<file path="src/rtl/inst_axi_rd_bridge.sv">
`default_nettype none
// ============================================================================
// Module  : inst_axi_rd_bridge
// Brief   : IF-side sram-like fetch port to single-beat AXI4 reads, in order.
// Revision: 1.0  initial release
// ============================================================================
module inst_axi_rd_bridge #(
    parameter logic [3:0]  ARID_VAL = 4'd0,
    parameter int unsigned MAX_OUT  = 2
) (
    input  logic        clk,
    input  logic        resetn,
    input  logic        inst_sram_en,
    input  logic        inst_sram_wr,
    input  logic [1:0]  inst_sram_size,
    input  logic [3:0]  inst_sram_wen,
    input  logic [31:0] inst_sram_addr,
    input  logic [31:0] inst_sram_wdata,
    output logic        inst_sram_addr_ok,
    output logic        inst_sram_data_ok,
    output logic [31:0] inst_sram_rdata,
    output logic [3:0]  arid,
    output logic [31:0] araddr,
    output logic [7:0]  arlen,
    output logic [2:0]  arsize,
    output logic [1:0]  arburst,
    output logic [1:0]  arlock,
    output logic [3:0]  arcache,
    output logic [2:0]  arprot,
    output logic        arvalid,
    input  logic        arready,
    input  logic [3:0]  rid,
    input  logic [31:0] rdata,
    input  logic [1:0]  rresp,
    input  logic        rlast,
    input  logic        rvalid,
    output logic        rready,
    output logic        bus_err
);

    typedef enum logic [0:0] {
        ST_IDLE = 1'b0,
        ST_REQ  = 1'b1
    } ar_state_e;

    localparam logic [3:0] c_MAX_OUT = 4'(MAX_OUT);

    ar_state_e   ar_state_q, ar_state_d;
    logic [31:0] araddr_q, araddr_d;
    logic [2:0]  arsize_q, arsize_d;
    logic [3:0]  cnt_q, cnt_d;
    logic        data_ok_q, data_ok_d;
    logic [31:0] rdata_q, rdata_d;
    logic        bus_err_q, bus_err_d;

    logic w_accept;
    logic w_r_hs;
    logic w_dec;
    logic w_r_err;
    logic w_unused_ok;

    // Write data/strobes and the low address bits have no role in a word fetch.
    assign w_unused_ok = &{1'b0, inst_sram_wen, inst_sram_wdata, inst_sram_addr[1:0]};

    // No AXI input feeds addr_ok, so IF never sees a combinational path from arready.
    assign inst_sram_addr_ok = inst_sram_en & ~inst_sram_wr & (ar_state_q == ST_IDLE)
                             & (cnt_q < c_MAX_OUT);
    assign w_accept = inst_sram_addr_ok;
    assign w_r_hs   = rvalid;
    assign w_dec    = w_r_hs & rlast & (cnt_q != 4'd0);
    assign w_r_err  = w_r_hs & ((rresp != 2'b00) | (rid != ARID_VAL) | ~rlast | (cnt_q == 4'd0));

    always_comb begin
        ar_state_d = ar_state_q;
        araddr_d   = araddr_q;
        arsize_d   = arsize_q;
        cnt_d      = cnt_q;
        data_ok_d  = w_r_hs;
        rdata_d    = rdata_q;
        bus_err_d  = bus_err_q | (inst_sram_en & inst_sram_wr) | w_r_err;

        case (ar_state_q)
            ST_IDLE: begin
                if (w_accept) begin
                    ar_state_d = ST_REQ;
                    araddr_d   = {inst_sram_addr[31:2], 2'b00};
                    arsize_d   = {1'b0, inst_sram_size};
                end
            end
            ST_REQ: begin
                if (arready) begin
                    ar_state_d = ST_IDLE;
                end
            end
            default: ar_state_d = ST_IDLE;
        endcase

        case ({w_accept, w_dec})
            2'b10:   cnt_d = cnt_q + 4'd1;
            2'b01:   cnt_d = cnt_q - 4'd1;
            default: cnt_d = cnt_q;
        endcase

        if (w_r_hs) begin
            rdata_d = rdata;
        end
    end

    always_ff @(posedge clk or negedge resetn) begin
        if (!resetn) begin
            ar_state_q <= ST_IDLE;
            araddr_q   <= 32'd0;
            arsize_q   <= 3'd0;
            cnt_q      <= 4'd0;
            data_ok_q  <= 1'b0;
            rdata_q    <= 32'd0;
            bus_err_q  <= 1'b0;
        end else begin
            ar_state_q <= ar_state_d;
            araddr_q   <= araddr_d;
            arsize_q   <= arsize_d;
            cnt_q      <= cnt_d;
            data_ok_q  <= data_ok_d;
            rdata_q    <= rdata_d;
            bus_err_q  <= bus_err_d;
        end
    end

    assign arvalid           = (ar_state_q == ST_REQ);
    assign araddr            = araddr_q;
    assign arsize            = arsize_q;
    assign arid              = ARID_VAL;
    assign arlen             = 8'd0;
    assign arburst           = 2'b01;
    assign arlock            = 2'b00;
    assign arcache           = 4'd0;
    assign arprot            = 3'd0;
    assign rready            = 1'b1;
    assign inst_sram_data_ok = data_ok_q;
    assign inst_sram_rdata   = rdata_q;
    assign bus_err           = bus_err_q;

endmodule
`default_nettype wire

</file>
<file path="config.mk">
export PLATFORM = sky130hd
export DESIGN_NAME = inst_axi_rd_bridge
export DESIGN_NICKNAME = d
export VERILOG_FILES = /design/src/rtl/inst_axi_rd_bridge.sv
export SDC_FILE = /design/constraint.sdc
export NUM_CORES = 1
export LEC_CHECK = 0
export CORE_UTILIZATION = 36
export DETAILED_ROUTE_END_ITERATION = 7
export GPL_TIMING_DRIVEN = 0
export PLACE_DENSITY = 0.81
export RECOVER_POWER = 50
export SLEW_MARGIN = 20
export SYNTH_ARGS = -nofsm -noshare
export SYNTH_HDL_FRONTEND = slang
export SYNTH_SLANG_ARGS = --single-unit
</file>
<file path="constraint.sdc">
create_clock -name clk -period 3.7 [get_ports clk]
set_clock_uncertainty 0.15 [all_clocks]
set_input_delay 0.74 -clock clk [delete_from_list [all_inputs] [get_ports clk]]
set_output_delay 0.74 -clock clk [all_outputs]
set_load 0.05 [all_outputs]
</file>
* Word-level counts from Yosys, hierarchy flattened
Index checks and enable logic that the tools add are counted.
** Operators by class
- Equality and inequality tests :: 2
- Reduce and logical (&&, ||, !) cells :: 6
- Order comparisons :: 1
- $add $sub $neg :: 2
- Multiplexer cells :: 4
- Bitwise logic cells :: 15
** Operators by type and width (number)
- 4-bit case mux with 2 select lines :: 1
- 4-bit nonzero test :: 2
- 1-bit AND :: 7
- 1-bit bitwise OR :: 5
- 4-bit by 1-bit adder with 4-bit output, second input constant :: 1
- 4-bit zero test :: 1
- 4-bit by 2-bit less-than comparator with 1-bit output, second input constant :: 1
- 2-bit nonzero test :: 2
- 4-bit by 1-bit subtractor with 4-bit output, second input constant :: 1
- 1-bit inverter :: 3
- 2-bit by 1-bit == test with 1-bit output, second input constant :: 1
- 2-bit == test, second input constant :: 1
- 1-bit 2-to-1 mux :: 2
- 1-bit case mux with 2 select lines :: 1
- 2-bit AND reduction :: 1
** Word-level totals
- Word-level logic and storage cells :: 37
- Input bits :: 115
- Output and inout port bits :: 95
- Bits in registers :: 71

* Depth between registers and ports, before layout
Gate-level depths: netlist of the first run.
- Depth after elaboration :: 6
- Depth in mapped cells :: 11
- Depth with buffers taken out :: 10

* Worst setup path before layout of the first run
No wires, ideal clock.
- Path type :: in2reg
- Start point :: input port inst_sram_wr
- End point :: register cnt_q[2]
- Path buffers :: 2
- Slack :: 0.806 ns
- Cell stages on the path :: 10
- Required time :: 3.425 ns
- Setup time :: 0.125 ns
- Data arrival time :: 2.619 ns
- Cell sequence :: or4b_1 -> buf_6 -> buf_12 -> ha_1 -> xor2_1 -> ha_1 -> a21oi_1 -> xor2_1 -> nor2_1 -> xor2_1
** On the way
- Cells in the longest elaborated chain, start to end :: 6
- Elaborated cells between the ends (all ways) :: 8
- Classes of those cells :: eq/ne (2); mux (1); bitwise (4); reduce/logical (1)
** Ends and longest elaborated chain
- from (decl) :: RTL line 14 : input logic inst_sram_wr,
- 1-bit inverter * :: RTL line 66 : assign inst_sram_addr_ok = inst_sram_en & ~inst_sram_wr & (ar_state_q == ST_IDLE)
- 1-bit AND * (2 in series) :: RTL line 66
- 1-bit AND * :: RTL line 67 : & (cnt_q < c_MAX_OUT);
- 2-bit by 1-bit == test with 1-bit output / 2-bit == test (equally long branches) :: RTL line 98 : case ({w_accept, w_dec})
- 4-bit case mux with 2 select lines / 2-bit nonzero test (equally long branches)
- to (signal assigned) :: RTL line 122 : cnt_q <= cnt_d;
- to (decl) :: RTL line 51 : logic [3:0] cnt_q, cnt_d;
Every way passes the cells marked *; elsewhere a longest branch is shown, timed or not.
A chain may end at the register's enable or synchronous reset.

* Final worst setup path of the first run
- Start point :: input port inst_sram_wr
- End point :: output port inst_sram_addr_ok
** On the way
- Cells in the longest elaborated chain, start to end :: 4
** Ends and longest elaborated chain
- 1-bit inverter :: RTL line 66
- 1-bit AND (2 in series) :: RTL line 66
- 1-bit AND :: RTL line 67
- to (decl) :: RTL line 19 : output logic inst_sram_addr_ok,
Every way passes these cells.

==> results of run 1 <==
[routing by layer]
layer | global-route usage, % | up-vias
met5 | 0 | -
met4 | 5.30 | 0
met3 | 4.91 | 7
met2 | 27.4 | 88
met1 | 17.3 | 1029
li1 | - | 996
[report_power, final]
part           internal (W)  switching, W
Clock              0.000326      0.000281
Sequential          0.00101      0.000140
Combinational      0.000659       0.00107
Total               0.00200       0.00149
[stage by stage]
stage	cell area, sq um	utilization (%)	setup WS (ns)	power [W]	TNS [ns]
after global routing	4860	58.6	0.0869	0.00366	0
after CTS	4990	60.2	0.196	0.00365	0
final	4860	58.6	0.229	0.00349	0
after floorplan	3210	-	0.806	0.00241	0
after global placement	4780	57.6	-0.710	0.00299	-50.16
after detailed placement	4800	57.8	-0.0763	0.00302	-0.0763
[cell usage in the layout, fill, tap and decap left out, drive strengths merged, types with 2 or more instances in the layout]
master / n
dfrtp: 71
clkinvlp: 2
buf: 29
clkdlybuf4s50: 141
o21ai: 3
xor2: 4
nor2: 2
a21oi: 4
clkinv: 2
clkbuf: 18
ha: 3
inv: 3
mux2: 65
conb: 27
[cell usage after synthesis (all sizes together)]
master   n
dfrtp   71
clkbuf   4
buf     31
xnor2    1
a21oi    4
nor3b    1
nand3b   1
nand2b   1
nor4     1
a211o    1
xor2     4
or4b     1
conb     2
or4      1
ha       3
o21ai    3
mux2    65
inv      3
nor4bb   1
or3      1
nor2     2
[worst paths after layout]
path	startpoint	end	depth (start not counted)
worst max-delay path	inst_sram_wr	inst_sram_addr_ok	6
worst min register to register	cnt_q[3]	cnt_q[3]	1
worst min-delay path	cnt_q[3]	cnt_q[3]	1
worst max register to register	cnt_q[2]	cnt_q[2]	11
min in group asynchronous	resetn	inst_sram_rdata[19]	1
max in group asynchronous	resetn	cnt_q[1]	2
[cells by family after synthesis]
group	Yosys count	synth area share, %
XOR/XNOR	5	1.41
other	2	0.241
flip-flops	71	57.1
AND/OR/NAND/NOR	10	2.21
multiplexers	65	26.8
AO/OA/AOI/OAI	8	1.45
buffers and inverters	38	9.65
adder cells (fa/ha/maj)	3	1.21
[final cells by class]
type	count	share of cell area, %
Inverter	3	0.232
Tap cell	105	2.70
Sequential cell	71	36.5
Clock inverter	5	1.21
Buffer	35	5.28
Clock buffer	10	2.83
Multi-Input combinational cell	118	21.6
Timing Repair Buffer	145	29.6
[critical path, stage by stage]
cell             delay (ns)
clkdlybuf4s50_1        0.42
or4b_1                 0.55
buf_6                  0.17
buf_12                 0.14
inv_1                  0.04
dlygate4sd2_1          0.51
[flip-flops by register name (all words and copies together) (netlist names)]
signal and flops:
arvalid 1, arsize 2, cnt_q 4, inst_sram_data_ok 1, inst_sram_rdata 32, araddr 30, bus_err 1
[repair_timing]
action,CTS,global route
endpoints found under the setup margin,1,0
setup buffers,0,0
gates resized for setup,1,0
==> results.yml, run 1 <==
power:
  leakage_nw: 2.16
  pwr_density_cell_nw_per_um2: 717
  ir_worst_vdd_mv: 0.255
timing:
  finalSetupViolations: 0
  final_hold_viol_count: 0
  tightestPinTransition_ns: 2.22
  drv_slew: 43
  grt_setup_unrepaired: "no"
  period_needed_ns: 3.47
  finalHoldWorstSlack_ns: 0.317
  fin_crit_sh_pct: 93.8
  max_freq_ghz: 0.288
  slew_headroom_pct: -48.2
clock_tree:
  htree_num_levels: 3
  ctsHoldBuffers: 0
  clockRootBuffer: "clkbuf_8"
  clk_latency_ns: 0.32
  cts.clk_slew.worst_paths_ns: 0.07
  numCtsBuffers: 9
  cts.sinks: 71
  cts_tree: "yes"
  cts.path.max_buffers: 2
floorplan:
  die_x_microns: 95.0
  die_y_microns: 95.0
  start_util_pct: 37.5
  rows: 33
  dieArea_sq_um: 9020
  ios: 210
  core_sq_um: 8300
logic_synthesis:
  seq_area_frac_synth_pct: 57.1
  synth_area_sq_um: 3110
  synth_area_per_cell_sq_um: 15.4
  synth_area_leaders: "dfrtp_1 (57%), mux2_2 (14%), mux2_4 (13%)"
  yosysUniqueCellTypes: 24
  synth_seq_cells: 71
  synthCells: 202
  yosys.area.top_type: "dfrtp_1"
  synth_top_area_share_pct: 57.1
  ys_warn_count: 0
final_layout:
  finalNonFillerCells: 492
  drive_gt1_share_pct: 23.3
  syn_to_final_growth_pct: 56.2
  register_area_sq_um: 1780
  num_antenna_cells: 0
  nets: 501
  fillers: 724
  multi_input_area_sq_um: 1050
grt:
  grt_pass1_vias: 2207
  grt_util_all_layers_pct: 15.4
  grt.overflow.total: 0
  antenna_found_initial: 0
  grt_pass1_wl_microns: 10500
  grt_start_max_net_pins: 43
route:
  drt_iter0_markers: 19
  wl_met1_microns: 2650
  remaining_drc_errors: 0
  wl_microns: 6800
  via_per_inst: 4.31
  wl_met2_microns: 3580
  routed.top_layer: "met4"
  via_count: 2120
  ant_nets: 0
  wl_per_cell_microns: 13.8
  wl_met3_microns: 517
  drtPass1Iterations: 2
placed_design:
  port_buffers: 144
  dp_hpwl_microns: 5290
  dp_cells: 477
  place.gp.congestion: 0.750
critical_path:
  cp-end-kind: "output port"
  crit_fanout: 11
  critPathKind: "in -> out"
  start_kind: "primary input"
  required_ns: 2.81
  crit_arrival_ns: 2.58
  reg2reg_slack_ns: 0.70
worst_hold_path:
  hold_class: "reg -> reg"
run:
  drv_cap: 1
outcome:
  status: "finished with violations"
  violations: "max-capacitance violations, max-slew violations"
Power figures use the tool's default switching activity.
==> run 2: changes to the inputs <==
--- a/config.mk
+++ b/config.mk
@@ -8,7 +8,7 @@
 export CORE_UTILIZATION = 36
 export DETAILED_ROUTE_END_ITERATION = 7
 export GPL_TIMING_DRIVEN = 0
-export PLACE_DENSITY = 0.81
+export PLACE_DENSITY = 0.88
 export RECOVER_POWER = 50
 export SLEW_MARGIN = 20
 export SYNTH_ARGS = -nofsm -noshare
==> results.yml, run 2 (same netlist as run 1, synthesis figures left out) <==
outcome:
  status: "finished with violations"
  violations: "max-capacitance violations, max-slew violations"
placed_design:
  dp_slack_ns: -0.0477
  dp_cells: 477
  dp_hpwl_microns: 5500
  place.gp.congestion: 0.704
  port_buffers: 144
route:
  drt_iter0_markers: 20
  via_count: 2126
  wl_per_cell_microns: 14.3
  wl_microns: 7040
  drtPass1Iterations: 4
  remaining_drc_errors: 0
  ant_nets: 0
  via_per_inst: 4.31
timing:
  period_needed_ns: 3.46
  grt_setup_unrepaired: "no"
  drv_slew: 38
  slew_headroom_pct: -25.2
  final_hold_viol_count: 0
  fin_ws_ns: 0.235
  tightestPinTransition_ns: 1.88
  fin_crit_sh_pct: 93.6
  max_freq_ghz: 0.289
  finalSetupViolations: 0
clock_tree:
  numCtsBuffers: 9
  clockRootBuffer: "clkbuf_8"
  cts_tree: "yes"
  cts_setup_buffers: 0
  htree_num_levels: 3
  clk_latency_ns: 0.34
  cts.sinks: 71
  cts.clk_slew.worst_paths_ns: 0.08
  cts.path.max_buffers: 2
  ctsHoldBuffers: 0
  cts_resized: 1
final_layout:
  num_antenna_cells: 0
  final_common_cell: "clkdlybuf4s50_1"
  nets: 501
  finalNonFillerCells: 493
  register_area_sq_um: 1780
  fillers: 694
  layout.cells.most_common_list: "clkdlybuf4s50_1 (141), dfrtp_1 (71), mux2_2 (38)"
  multi_input_area_sq_um: 1080
  syn_to_final_growth_pct: 57.4
  largest_reg_flops: 32
  drive_gt1_share_pct: 25.5
critical_path:
  slowest_stage: "or4b_1"
  start_kind: "primary input"
  path_cells: "clkdlybuf4s50_1 > or4b_1 > buf_6 > buf_12 > inv_1 > dlygate4sd2_1"
  required_ns: 2.81
  crit_fanout: 11
  critPathKind: "in -> out"
  cp-end-kind: "output port"
  cp_num_buf_inv: 5
  crit_arrival_ns: 2.57
  cp_slowest_stage_delay_ns: 0.54
  critical_path.top_delay_family: "buffers and inverters"
run:
  drv_cap: 1
floorplan:
  start_util_pct: 37.5
  die_y_microns: 95.0
  core_sq_um: 8300
  rows: 33
  die_x_microns: 95.0
  ios: 210
  dieArea_sq_um: 9020
worst_hold_path:
  hold_class: "reg -> reg"
grt:
  grt.overflow.total: 0
  grt_start_max_net_pins: 38
  grt_util_all_layers_pct: 16.1
  grt_pass1_wl_microns: 10600
  antenna_found_initial: 0
  grt_pass1_vias: 2211
power:
  leakage_nw: 2.20
  pwr_density_cell_nw_per_um2: 726
  ir_worst_vdd_mv: 0.378
  fin_total_pwr_w: 0.00356
==> run 2: metal layers <==
| layer | share of wire, % | wire length (microns) | track usage [%] |
|---|---|---|---|
| met5 | 0 | 0 | 0 |
| met4 | 1.7 | 117 | 8.46 |
| met3 | 6.3 | 441 | 4.19 |
| met2 | 53 | 3750 | 28.8 |
| met1 | 39 | 2730 | 17.4 |
==> run 2: area by class of cell <==
cell class	count	area share [%]
buffer	35	5.23
clock buffer	10	2.81
clock inverter	6	1.38
inverter	3	0.230
multi-input combinational	118	22.1
sequential	71	36.3
tap	105	2.68
timing repair buffer	145	29.4
==> run 2: worst paths after layout <==
kind / start / endpoint / slack [ns] / cells past startpoint
min in group asynchronous: resetn / inst_sram_rdata[12] / 0.75 / 1
setup / recovery: inst_sram_wr / inst_sram_addr_ok / 0.24 / 6
max in group asynchronous: resetn / inst_sram_rdata[27] / 0.94 / 2
setup reg to reg: cnt_q[2] / cnt_q[2] / 0.70 / 11
hold / removal: cnt_q[3] / cnt_q[3] / 0.33 / 1
hold reg to reg: cnt_q[3] / cnt_q[3] / 0.33 / 1
==> run 2: through the flow <==
step	setup TNS (ns)	utilization, %	hold WS [ns]	area (sq um)
finish	0	59.1	0.326	4900
CTS	0	60.3	0.191	5000
detailed placement	-0.0477	57.8	0.319	4800
floorplan	0	-	0.285	3210
global route	0	59.1	0.364	4900
global placement	-46.81	57.6	0.300	4780
==> run 2: where the power goes <==
group	internal [W]	switching [W]	leakage, nW	total [W]
clock	0.000332	0.000299	0.0989	0.000631
combinational	0.000696	0.00107	1.26	0.00177
sequential	0.00101	0.000149	0.845	0.00116
